## src/rtl/home_scan_ctrl.sv

```systemverilog
// home_scan_ctrl: round-robin scanner over NUM_SW maskable sensor slots plus one temperature slot with hysteresis.
// Define HOME_SCAN_LATCH_EN for sample-and-hold actuators; otherwise only the current sensor slot may drive.
module home_scan_ctrl #(
  parameter  int NUM_SW  = 4,
  parameter  int TEMP_W  = 7,
  parameter  int TEMP_LO = 50,
  parameter  int TEMP_HI = 70,
  parameter  int HYST    = 2,
  parameter  int DWELL   = 1,
  localparam int DISP_W  = $clog2(NUM_SW + 3)
) (
  input  logic              i_clk,
  input  logic              i_rst_n,
  input  logic              i_en,
  input  logic [NUM_SW-1:0] i_sw_in,
  input  logic [NUM_SW-1:0] i_sw_mask,
  input  logic [TEMP_W-1:0] i_temp,
  output logic [NUM_SW-1:0] o_act,
  output logic              o_heater,
  output logic              o_cooler,
  output logic [DISP_W-1:0] o_display,
  output logic              o_scan_done
);

  localparam int SLOT_W = $clog2(NUM_SW + 1);
  localparam int DW_W   = (DWELL > 1) ? $clog2(DWELL) : 1;
  localparam int TW1    = TEMP_W + 1;

  localparam logic [SLOT_W-1:0] TEMP_SLOT = SLOT_W'(NUM_SW);
  localparam logic [DW_W-1:0]   LAST_DW   = DW_W'(DWELL - 1);
  localparam logic [TW1-1:0]    HEAT_ON   = TW1'(TEMP_LO);
  localparam logic [TW1-1:0]    HEAT_OFF  = TW1'(TEMP_LO + HYST);
  localparam logic [TW1-1:0]    COOL_ON   = TW1'(TEMP_HI);
  localparam logic [TW1-1:0]    COOL_OFF  = TW1'(TEMP_HI - HYST);

  logic [SLOT_W-1:0] r_slot;
  logic [DW_W-1:0]   r_dwell;
  logic [NUM_SW-1:0] r_act;
  logic              r_heater;
  logic              r_cooler;
  logic [DISP_W-1:0] r_display;
  logic              r_scan_done;

  logic              w_in_temp;
  logic              w_last_dwell;
  logic [TW1-1:0]    w_temp_x;
  logic [NUM_SW-1:0] w_sel;
  logic [NUM_SW-1:0] w_hit;
  logic [NUM_SW-1:0] w_skip;
  logic [NUM_SW-1:0] w_act_nx;
  logic [SLOT_W-1:0] w_next_slot;
  logic [DISP_W-1:0] w_disp_sens;
  logic [DISP_W-1:0] w_disp_temp;
  logic              w_heat_nx;
  logic              w_cool_nx;

  assign w_in_temp    = (r_slot == TEMP_SLOT);
  assign w_last_dwell = (r_dwell == LAST_DW);
  assign w_temp_x     = {1'b0, i_temp};

  // Live mask gates the current slot: a bit dropped mid-dwell reads as inactive.
  always_comb begin
    w_sel       = '0;
    w_disp_sens = '0;
    for (int k = 0; k < NUM_SW; k++) begin
      w_sel[k] = (r_slot == SLOT_W'(k));
    end
    w_hit = w_sel & i_sw_in & i_sw_mask;
    for (int k = 0; k < NUM_SW; k++) begin
      if (w_hit[k]) w_disp_sens = DISP_W'(k + 1);
    end
  end

  // Next scanned slot above the current one (from index 0 after the temperature slot);
  // the skipped range in between is needed to clear held actuators.
  always_comb begin
    w_next_slot = TEMP_SLOT;
    w_skip      = '0;
    for (int k = NUM_SW - 1; k >= 0; k--) begin
      if (i_sw_mask[k] && (w_in_temp || SLOT_W'(k) > r_slot)) w_next_slot = SLOT_W'(k);
    end
    for (int k = 0; k < NUM_SW; k++) begin
      if ((w_in_temp || SLOT_W'(k) > r_slot) && SLOT_W'(k) < w_next_slot) w_skip[k] = 1'b1;
    end
  end

  always_comb begin
    w_heat_nx = r_heater;
    w_cool_nx = r_cooler;
    if (w_temp_x < HEAT_ON)        w_heat_nx = 1'b1;
    else if (w_temp_x >= HEAT_OFF) w_heat_nx = 1'b0;
    if (w_temp_x > COOL_ON)        w_cool_nx = 1'b1;
    else if (w_temp_x <= COOL_OFF) w_cool_nx = 1'b0;
    if (w_heat_nx)      w_disp_temp = DISP_W'(NUM_SW + 1);
    else if (w_cool_nx) w_disp_temp = DISP_W'(NUM_SW + 2);
    else                w_disp_temp = '0;
  end

`ifdef HOME_SCAN_LATCH_EN
  assign w_act_nx = ((r_act & ~w_sel) | w_hit) & ~(w_last_dwell ? w_skip : '0);
`else
  assign w_act_nx = w_hit;
`endif

  always_ff @(negedge i_clk or negedge i_rst_n) begin
    if (!i_rst_n) begin
      r_slot      <= '0;
      r_dwell     <= '0;
      r_act       <= '0;
      r_heater    <= 1'b0;
      r_cooler    <= 1'b0;
      r_display   <= '0;
      r_scan_done <= 1'b0;
    end else if (!i_en) begin
      r_display   <= '0;
      r_scan_done <= 1'b0;
`ifndef HOME_SCAN_LATCH_EN
      r_act       <= '0;
`endif
    end else begin
      r_scan_done <= w_in_temp && w_last_dwell;
      r_act       <= w_act_nx;
      if (w_in_temp) begin
        r_heater  <= w_heat_nx;
        r_cooler  <= w_cool_nx;
        r_display <= w_disp_temp;
      end else begin
        r_display <= w_disp_sens;
      end
      if (w_last_dwell) begin
        r_dwell <= '0;
        r_slot  <= w_next_slot;
      end else begin
        r_dwell <= r_dwell + 1'b1;
      end
    end
  end

  assign o_act       = r_act;
  assign o_heater    = r_heater;
  assign o_cooler    = r_cooler;
  assign o_display   = r_display;
  assign o_scan_done = r_scan_done;

endmodule
```

## config.mk

```make
export PLATFORM = sky130hd
export DESIGN_NAME = home_scan_ctrl
export DESIGN_NICKNAME = d
export VERILOG_FILES = /design/src/rtl/home_scan_ctrl.sv
export SDC_FILE = /design/constraint.sdc
export NUM_CORES = 1
export LEC_CHECK = 0
export BUFFER_PORTS_ARGS = -buffer_cell sky130_fd_sc_hd__buf_2
export CAP_MARGIN = 10
export CORE_MARGIN = 4
export CORE_UTILIZATION = 45
export DETAILED_ROUTE_END_ITERATION = 16
export PLACE_DENSITY = 0.83
export REMOVE_ABC_BUFFERS = 1
export SYNTH_ARGS = -nofsm -noshare
export SYNTH_HDL_FRONTEND = slang
export SYNTH_SLANG_ARGS = --single-unit
```

## constraint.sdc

```tcl
create_clock -name i_clk -period 1.7 [get_ports i_clk]
set_input_delay 0.255 -clock i_clk [delete_from_list [all_inputs] [get_ports i_clk]]
set_output_delay 0.255 -clock i_clk [all_outputs]
set_load 0.01 [all_outputs]
```

[Word level (Yosys, flattened, before mapping)]
Cells that the tools add are included.
Storage, ports and cells
  register bits after elaboration: 14
  logic and storage cells: 54
  input bits: 18
  output and inout port bits: 10
Operators by class
  muxes and demuxes: 19
  add/sub/neg operators: 1
  equality and inequality tests: 4
  bitwise logic cells: 3
  $lt $le $gt $ge: 8
  reductions and logical operators: 12
Operator list (number)
  3-bit two-way mux: 10
  4-bit bitwise AND: 2
  7-bit by 6-bit greater-or-equal comparator with 1-bit output, second input constant: 1
  7-bit greater-than comparator, second input constant: 1
  7-bit less-or-equal comparator, second input constant: 1
  7-bit by 6-bit < comparator with 1-bit output, second input constant: 1
  1-bit two-way mux: 7
  3-bit by 2-bit == test with 1-bit output, second input constant: 2
  1-bit by 3-bit greater-than comparator with 1-bit output, first input constant: 2
  2-bit by 3-bit greater-than comparator with 1-bit output, first input constant: 2
  1-bit logical AND: 5
  1-bit logical OR: 4
  4-bit two-way mux: 1
  2-bit AND reduction: 2
  3-bit by 1-bit == test with 1-bit output, second input constant: 1
  3-bit == test, second input constant: 1
  3-bit logical NOT: 1
  2-bit two-way mux: 1
  1-bit adder, second input constant: 1
  1-bit NOT: 1

[Longest topological paths before layout]
  word-level depth: 9
  depth in mapped cells: 5
  depth with buffers taken out: 4

==> impl_metrics.csv <==
group,metric,value,unit
status,outcome,"finished with violations",
status,violations,"setup timing",
clock_network,postCtsHoldBufs,0,
sta,hold_ws,577.8,ps
power_and_ir_drop,seqPwrFrac,40.2,%
floorplan,ios,28,
synthesis,yosysSeqAreaShare,50.00,%
worst_setup_path,path_cells,"buf_2",
synthesis,synth_mux_area_share,0,%
clock_network,path_clk_slew,60,ps
routing,drt_iter0_drc,6,
floorplan,die_y,46.03,um
synthesis,syn_inst,65,
worst_setup_path,cpMaxStageDelayCell,"dfrtn_1",
clock_network,cts_buffers,3,
power_and_ir_drop,leakagePower,0.5367,nW
routing,routed_via_density,5.258,
power_and_ir_drop,power.share.clock,15.8,%
worst_setup_path,path_depth,1,
routing,wl,1513,um
grt,grt_pass1_vias,586,
grt,grt_max_degree,14,
power_and_ir_drop,peakVddDrop,0.0006466,V
final_layout,utilization,70.92,%
sta,final_hold_viol_count,0,
worst_setup_path,critical_path_arrival,1690,ps
worst_setup_path,path_buf_inv,1,
final_layout,nets,124,
job,cap_violations,0,
sta,tightest_slew,298.6,ps
floorplan,fp.dieArea,2118,um^2
worst_hold_path,min_path_type,"in2async",
synthesis,yosys_warnings,0,
placement,port_buffers,27,
grt,grt_util_all_layers,15.61,%
worst_setup_path,r2r_start,"o_cooler$_DFFE_NN0P_",
synthesis,syn_area_per_cell,10.01,um^2
sta,relSlewSlack,80.09,%
placement,place.gp.congestion,0.8112,
synthesis,synth_ff_type,"dfrtn_1",
sta,setup_ws,-243.7,ps
clock_network,insertion_delay,280,ps
power_and_ir_drop,p_int,0.0007664,W
worst_setup_path,worst-r2r-setup-slack,70,ps
floorplan,coreArea,1334,um^2
power_and_ir_drop,powerDensity,1249,nW/um^2
routing,first_pass_iters,4,
sta,setup_viol,15,
placement,dp.final_hpwl,1201,um
worst_setup_path,critical-path-max-stage-delay,430,ps
power_and_ir_drop,swShare,35.12,%
synthesis,yosysUniqueCellTypes,29,
sta,rsz0062_at_grt,"yes",
power_and_ir_drop,total_power,0.001181,W
grt,grt_antenna_before_repair,0,
worst_setup_path,cp_top_family,"flip-flops",
synthesis,yosys.area_share.simple,22.88,%
power_and_ir_drop,power.switching,0.0004149,W
clock_network,cts_tree,"built",
worst_setup_path,start_kind,"flip-flop",
final_layout,antenna_cells,0,
grt,grt_pass1_wl,2339,um
synthesis,synth_fa_ha_area_share,1.731,%
synthesis,synth_top_family_by_area,"simple AND/OR/NAND/NOR gates",
worst_setup_path,startpoint,"o_cooler$_DFFE_NN0P_",
worst_setup_path,crit_type,"reg2out",
worst_setup_path,cp_max_fo,2,
routing,ant_nets,0,
floorplan,die_width,46.03,um
final_layout,syn_to_final_growth,45.38,%
clock_network,cts_buffer_depth,2,
worst_setup_path,r2r_end,"o_cooler$_DFFE_NN0P_",
clock_network,htreeDepth,1,
worst_setup_path,crit_end,"o_cooler",
worst_setup_path,ff2ff_path_depth,6,
synthesis,synth_edf_count,0,
routing,drc,0,
synthesis,synth_seq_cells,13,
routing,wl_per_cell,12.61,um
floorplan,start_util,48.78,%
sta,slew_viol_final,0,
worst_setup_path,required,1440,ps
grt,overflow,0,
final_layout,drive_above_1_share,45.71,%
clock_network,cts.sinks,13,
clock_network,cts_root_buf,"clkbuf_4",
power_and_ir_drop,comb_power_share,44.0,%
sta,finalClockSkew,8.494,ps
synthesis,synth-compound-area-share,21.15,%
synthesis,async_reset_ff_share,100.0,%
floorplan,rows,13,
routing,vias,631,
synthesis,synth-xor-area-share,0,%
synthesis,syn_area,650.6,um^2
worst_setup_path,worstSetupEndpointType,"primary output",
==> cells by family after synthesis <==
group / Yosys count
flip-flops: 13
adder cells (fa/ha/maj): 1
buffers and inverters: 7
AND/OR/NAND/NOR: 27
AO/OA/AOI/OAI: 17
==> routing by layer <==
metal | wire [um] | track usage (%) | up-vias | part of all wire [%]
li1 | - | - | 314 | -
met1 | 650 | 18.38 | 284 | 43
met2 | 706 | 25.82 | 31 | 47
met3 | 146 | 4.743 | 2 | 9.6
met4 | 9 | 6.818 | 0 | 0.59
met5 | 0 | 0 | - | 0
==> sequential cells by signal (all words and copies together) (netlist names) <==
| name | flops |
|---|---|
| o_act | 4 |
| o_cooler | 1 |
| o_display | 3 |
| o_heater | 1 |
| o_scan_done | 1 |
| r_slot | 3 |
==> power groups by stage <==
stage / logic [W] / clock network, W / registers (W)
3_5_place_dp: 0.000466 / 0 / 0.000479
6_report: 0.000519 / 0.000187 / 0.000475
4_1_cts: 0.000484 / 0.000194 / 0.000472
5_1_grt: 0.000574 / 0.000208 / 0.000487
3_3_place_gp: 0.000454 / 0 / 0.000472
2_1_floorplan: 0.000224 / 0 / 0.000506
==> final cells by class <==
cell class                 instances  area (um^2)
fill                             106        387.9
clock buffer                       3        22.52
tap                               15        18.77
clock inverter                     1        5.005
timing repair buffer              38        242.7
multi-input combinational         45        312.8
sequential                        13        325.3
inverter                           5        18.77
==> cell usage in the layout (no fill, tap or decap), types with 3 or more instances in the layout <==
cell,synthesis,final
buf_2,1,23
inv_1,5,5
buf_4,0,11
nand2_1,7,7
o21ai_0,4,4
buf_6,0,4
dfrtn_1,13,13
nor2_1,3,3
a21oi_1,3,3
clkbuf_4,0,3
==> synth_stat cells (2+ instances only) <==
library cell | number | area [um^2]
or3_1 | 2 | 12.51
dfrtn_1 | 13 | 325.3
a21oi_1 | 3 | 15.01
nand2_1 | 7 | 26.28
and2_1 | 2 | 12.51
o21ai_0 | 4 | 20.02
inv_1 | 5 | 18.77
and3_1 | 2 | 12.51
a221oi_1 | 2 | 17.52
nand3_1 | 2 | 10.01
nand2b_1 | 2 | 12.51
nor2b_1 | 2 | 12.51
nor2_1 | 3 | 11.26
==> per-stage QoR <==
step                std cells  setup slack, ps  instance area, um^2  setup TNS (ps)
floorplan                  63           -434.9                641.9           -1658
global placement          113           -570.7                855.8           -2803
detailed placement        113           -594.8                855.8           -3004
CTS                       118           -240.7                903.4           -2694
global route              120           -280.5                945.9           -3420
finish                    120           -243.7                945.9           -3021
==> timing repair <==
action / in CTS / in global routing
setup buffers: 1 / 2
pin swaps: 5 / 4
endpoints found under the hold margin: 0 / 0
gates resized for setup: 2 / 6
setup endpoints to repair: 15 / 15
gates cloned: 0 / 0
==> worst min path at each step <==
stage	startpoint	to	slack, ps	cells after the start
floorplan	o_heater$_DFFE_NN0P_	o_heater$_DFFE_NN0P_	490	2
global placement	o_cooler$_DFFE_NN0P_	o_cooler$_DFFE_NN0P_	510	3
detailed placement	o_heater$_DFFE_NN0P_	o_heater$_DFFE_NN0P_	550	3
CTS	o_cooler$_DFFE_NN0P_	o_cooler$_DFFE_NN0P_	550	3
global route	i_rst_n	o_display[0]$_DFF_NN0_	600	1
finish	i_rst_n	o_display[0]$_DFF_NN0_	580	1
(Power assumes the default switching activity.)
